## config.mk

```make
export PLATFORM = sky130hd
export DESIGN_NAME = moving_avg_n
export DESIGN_NICKNAME = d
export VERILOG_FILES = /design/src/rtl/moving_avg_n_pkg.sv /design/src/rtl/mavg_ring_buf.sv /design/src/rtl/moving_avg_n.sv
export SDC_FILE = /design/constraint.sdc
export NUM_CORES = 1
export LEC_CHECK = 0
export BUFFER_PORTS_ARGS = -buffer_cell sky130_fd_sc_hd__buf_2
export CORE_ASPECT_RATIO = 0.8
export CORE_MARGIN = 8
export CORE_UTILIZATION = 50
export CTS_CLUSTER_SIZE = 28
export DETAILED_ROUTE_END_ITERATION = 8
export PLACE_DENSITY_LB_ADDON = 0.2
export SLEW_MARGIN = 20
export SYNTH_ARGS = -nofsm -noshare
export SYNTH_HDL_FRONTEND = slang
export SYNTH_HIERARCHICAL = 1
export SYNTH_SLANG_ARGS = --single-unit
```

## constraint.sdc

```tcl
create_clock -name clk -period 3.9 [get_ports clk]
set_clock_uncertainty 0.2 [all_clocks]
set_input_delay 0.78 -clock clk [delete_from_list [all_inputs] [get_ports clk]]
set_output_delay 0.78 -clock clk [all_outputs]
set_load 0.02 [all_outputs]
```

## src/rtl/moving_avg_n_pkg.sv

```systemverilog
// Shared sizing helpers for the moving-average filter and its ring buffer.
package moving_avg_n_pkg;

  // Largest supported window exponent (window of 64 samples).
  localparam int MAX_LOG2_DEPTH = 6;

  // Width of the full-precision windowed sum.
  function automatic int sum_width(input int width, input int log2_depth);
    return width + log2_depth;
  endfunction

  // Constant added before the shift: half an LSB of the average when rounding.
  function automatic int round_const(input int round_mode, input int log2_depth);
    return (round_mode != 0) ? (1 << (log2_depth - 1)) : 0;
  endfunction

endpackage

```

## src/rtl/mavg_ring_buf.sv

```systemverilog
// DEPTH x WIDTH sample history used as a circular delay line.
// The read port always presents the oldest held sample, i.e. the one about to
// be overwritten by the next write.
module mavg_ring_buf
  import moving_avg_n_pkg::*;
#(
  parameter int WIDTH      = 8,
  parameter int LOG2_DEPTH = 2
) (
  input  logic                    clk,
  input  logic                    rst,
  input  logic                    clear,
  input  logic                    wr_en,
  input  logic signed [WIDTH-1:0] wr_data,
  output logic signed [WIDTH-1:0] oldest
);

  localparam int DEPTH = 1 << LOG2_DEPTH;

  logic signed [WIDTH-1:0] mem [DEPTH];
  logic [LOG2_DEPTH-1:0]   wr_ptr;

  // Oldest sample sits at the write pointer; it leaves the window on the next write.
  assign oldest = mem[wr_ptr];

  // Pointer advances on each write and wraps naturally since DEPTH is a power of two.
  always_ff @(posedge clk or negedge rst) begin
    if (!rst) begin
      wr_ptr <= '0;
    end else if (clear) begin
      wr_ptr <= '0;
    end else if (wr_en) begin
      wr_ptr <= wr_ptr + 1'b1;
    end
  end

  // History storage: zeroed on reset/clear so a fresh window starts as all-zero samples.
  always_ff @(posedge clk or negedge rst) begin
    if (!rst) begin
      for (int i = 0; i < DEPTH; i++) mem[i] <= '0;
    end else if (clear) begin
      for (int i = 0; i < DEPTH; i++) mem[i] <= '0;
    end else if (wr_en) begin
      mem[wr_ptr] <= wr_data;
    end
  end

endmodule

```

## src/rtl/moving_avg_n.sv

```systemverilog
// N-tap moving-sum / moving-average filter for signed sample streams.
// A running sum is kept incrementally: each accepted sample is added and the
// sample leaving the window is subtracted, so the cost is independent of DEPTH.
module moving_avg_n
  import moving_avg_n_pkg::*;
#(
  parameter int WIDTH      = 8,
  parameter int LOG2_DEPTH = 2,
  parameter int ROUND      = 0,
  parameter int ZERO_FILL  = 1
) (
  input  logic                               clk,
  input  logic                               rst,
  input  logic                               clear,
  input  logic                               in_valid,
  input  logic signed [WIDTH-1:0]            in,
  output logic                               out_valid,
  output logic signed [WIDTH-1:0]            out,
  output logic signed [WIDTH+LOG2_DEPTH-1:0] sum,
  output logic                               full
);

  localparam int DEPTH = 1 << LOG2_DEPTH;
  localparam int SUM_W = sum_width(WIDTH, LOG2_DEPTH);
  localparam int EXT_W = SUM_W + 1;
  localparam int CNT_W = LOG2_DEPTH + 1;
  localparam logic signed [EXT_W-1:0] RND_K = EXT_W'(round_const(ROUND, LOG2_DEPTH));
  localparam logic [CNT_W-1:0] DEPTH_CNT = CNT_W'(DEPTH);

  logic                    accept;
  logic signed [WIDTH-1:0] oldest;
  logic signed [SUM_W-1:0] sum_next;
  logic signed [EXT_W-1:0] sum_ext;
  logic signed [WIDTH-1:0] avg_next;
  logic [CNT_W-1:0]        count;
  logic [CNT_W-1:0]        count_next;
  logic                    valid_next;

  // A clear in the same cycle as a sample drops the sample.
  assign accept = in_valid & ~clear;

  mavg_ring_buf #(
    .WIDTH      (WIDTH),
    .LOG2_DEPTH (LOG2_DEPTH)
  ) u_ring (
    .clk     (clk),
    .rst     (rst),
    .clear   (clear),
    .wr_en   (accept),
    .wr_data (in),
    .oldest  (oldest)
  );

  // Next running sum, average with optional half-LSB rounding, and occupancy.
  always_comb begin
    sum_next   = sum + {{LOG2_DEPTH{in[WIDTH-1]}}, in}
                     - {{LOG2_DEPTH{oldest[WIDTH-1]}}, oldest};
    sum_ext    = {sum_next[SUM_W-1], sum_next} + RND_K;
    avg_next   = WIDTH'(sum_ext >>> LOG2_DEPTH);
    count_next = (count == DEPTH_CNT) ? count : count + 1'b1;
    valid_next = (ZERO_FILL != 0) ? 1'b1 : (count_next == DEPTH_CNT);
  end

  // Result registers: updated on accepted samples, held otherwise; out_valid pulses once.
  always_ff @(posedge clk or negedge rst) begin
    if (!rst) begin
      sum       <= '0;
      out       <= '0;
      count     <= '0;
      out_valid <= 1'b0;
    end else if (clear) begin
      sum       <= '0;
      out       <= '0;
      count     <= '0;
      out_valid <= 1'b0;
    end else if (accept) begin
      sum       <= sum_next;
      out       <= avg_next;
      count     <= count_next;
      out_valid <= valid_next;
    end else begin
      out_valid <= 1'b0;
    end
  end

  assign full = (count == DEPTH_CNT);

endmodule

```

==> flow_summary.yaml <==
timing:
  slew_headroom_pct: 52.88
  setup_viol: 0
  max_freq_ghz: 0.2732
  slew_viol_final: 0
  fin_tns_setup_ns: 0
  hold_viol_final: 0
  worst_slew_pin_slew_ns: 0.7068
  rsz0062_at_grt: "no"
  post-route-min-period_ns: 3.660
  period_share_pct: 93.85
synth:
  ys.flop_type: "dfrtp_1"
  synth.most_common_cell: "dfrtp_1"
  yosys_warnings: 6
  synth_top_area_cell: "dfrtp_1"
  synth-edff-count: 0
  synth_common_cells: "dfrtp_1 (48), a21oi_1 (40), inv_1 (39)"
  synth_top_area_share_pct: 36.81
  yosys_register_bits: 48
  seq_area_frac_synth_pct: 36.81
  synthArstFlopShare_pct: 100.0
  syn_nets: 362
  synth.distinct_cells: 40
  synth_area_per_cell_sq_um: 10.07
  netlist_instances: 324
  yosys-top-cells-area: "dfrtp_1 (37%), ha_1 (6.5%), a21oi_1 (6.1%)"
  syn-cell-area_sq_mm: 0.003263
power_and_ir_drop:
  ir_worst_vdd_v: 0.0002688
  power_per_cell_area_mw_per_mm2: 485.7
  p_leak_nw: 1.624
run_status:
  status: "finished, final reports clean"
cts:
  cts_post_setup_buffers_inserted: 0
  ctsResizeCount: 0
  htreeDepth: 2
  cts_root_buffer: "clkbuf_8"
  cts.clk_slew.worst_paths_ns: 0.10
  cts_tree: "yes"
  numCtsBuffers: 5
  hold_buffers: 0
  clk_latency_ns: 0.31
  cts_num_sinks: 48
  clk_path_buf_depth: 2
global_routing:
  grt_max_degree: 68
  grt_pass1_wl_um: 10990
  grt_use_total_pct: 14.49
  grt_pass1_vias: 2238
  grt_overflow: 0
  antenna_found_initial: 0
setup_path:
  rrSetupSlack_ns: 0.24
  critPathArrivalTime_ns: 3.69
  r2r_start: "u_ring/wr_ptr[0]$_DFFE_PN0P_"
  timing.critical_path.from_type: "register"
  required_ns: 3.93
  reg2reg_to: "out[7]$_DFFE_PN0P_"
  cp-end-kind: "register"
  crit_type: "reg -> reg"
  ff2ff_path_depth: 10
  critPathMaxFanout: 8
route:
  first_pass_iters: 4
  drc: 0
  post_drt_wl_per_cell_um: 15.80
  vias_per_cell: 5.386
  routed_wirelength_um: 6587
  ant_nets: 0
  m1WireLength_um: 3396
  drt_iter0_markers: 137
  vias: 2246
  met2_length_um: 2907
  met3_length_um: 185
  top_layer: "met4"
final_layout:
  regArea_sq_mm: 0.001201
  syn_to_final_growth_pct: 4.793
  multi_input_area_sq_mm: 0.001698
  design_area_sq_mm: 0.003420
  drive_above_1_share_pct: 21.02
  fill_cells: 579
  nets: 371
  antenna_cells: 0
placed_design:
  gp_routability_congestion: 0.7909
  io_buffers: 31
  dpl.hpwl_um: 4354
  placed_area_sq_mm: 0.003336
floorplan:
  dieArea_sq_mm: 0.009383
  fp.dieH_um: 88.26
  row_count: 26
  coreArea_sq_mm: 0.006344
  io_pins: 32
  start_util_pct: 51.44
  dieWidth_um: 106.3
job:
  drv_cap: 0
min_path:
  hold_path.class: "in -> async"
registers in the layout, summed over array words and instances (netlist names):
signal,count
sum,2
out_valid,1
out,8
u_ring/wr_ptr,2
u_ring/mem,32
count,3
critical path, stage by stage (launching register included):
cell and delay [ns]:
dfrtp_1 0.51, buf_4 0.25, mux4_2 0.54, fa_1 0.49, inv_1 0.04, ha_1 0.35, a21oi_2 0.21, a211oi_1 0.11
or4b_1 0.55, a21o_1 0.21, a21oi_2 0.12
how the worst max path moves through the flow:
stage / end / slack (ns) / start
final: out[7]$_DFFE_PN0P_ / 0.24 / u_ring/wr_ptr[0]$_DFFE_PN0P_
after global routing: out[7]$_DFFE_PN0P_ / 0.07 / u_ring/wr_ptr[0]$_DFFE_PN0P_
after CTS: out[7]$_DFFE_PN0P_ / 0.24 / u_ring/wr_ptr[0]$_DFFE_PN0P_
after detailed placement: out[7]$_DFFE_PN0P_ / 0.26 / u_ring/wr_ptr[0]$_DFFE_PN0P_
after global placement: out[7]$_DFFE_PN0P_ / 0.31 / u_ring/wr_ptr[0]$_DFFE_PN0P_
after floorplan: out[7]$_DFFE_PN0P_ / 0.47 / u_ring/wr_ptr[0]$_DFFE_PN0P_
cells in the final DEF (no fill, tap or decap), drive strengths merged, types with 2 or more instances in the layout:
| cell type | n |
|---|---|
| o211ai | 2 |
| clkbuf | 5 |
| inv | 39 |
| a21oi | 42 |
| xor2 | 3 |
| buf | 35 |
| mux4 | 8 |
| mux2i | 6 |
| ha | 17 |
| fa | 9 |
| nor2 | 15 |
| dfrtp | 48 |
| nand3 | 34 |
| a211oi | 3 |
| o21ai | 3 |
| a21o | 3 |
| a21bo | 32 |
| xnor2 | 5 |
| o21a | 2 |
| nor2b | 4 |
| nand2 | 4 |
metrics by stage:
step	hold slack, ns	total power, W	worst slack (ns)	cells	utilization [%]
detailed placement	0.3476	0.001375	0.2605	410	52.58
global placement	0.3269	0.001366	0.3127	410	52.58
CTS	0.3698	0.001674	0.2395	417	53.87
finish	0.2847	0.001661	0.2397	417	53.91
global route	0.3383	0.001786	0.07111	417	53.91
floorplan	0.2844	0.001225	0.4673	324	-
area by class of cell:
cell class,count,area share [%]
timing repair buffer,35,5.488
clock inverter,2,0.3659
tap,84,3.074
inverter,39,4.281
multi-input combinational,204,49.65
sequential,48,35.13
clock buffer,5,2.012
where the power goes:
part	total [W]	switching (W)	internal [W]
registers	0.000582	0.0000394	0.000543
logic	0.000782	0.000470	0.000312
clock network	0.000296	0.000174	0.000122
total	0.00166	0.000683	0.000977
metal layers:
layer,global-route usage (%),vias up
li1,-,1116
met1,19.87,1085
met2,22.62,36
met3,2.911,9
met4,4.586,0
met5,0,-
cell families after synthesis:
family                     share of synthesized area (%)
xor gates and xnor gates                           2.147
and+or+nand+nor                                    10.54
DFF                                                36.81
AOI/OAI and AO/OA                                  19.71
muxes                                              7.362
buffers and inverters                              11.39
adders and majority gates                          12.04
(Power assumes the default switching activity.)
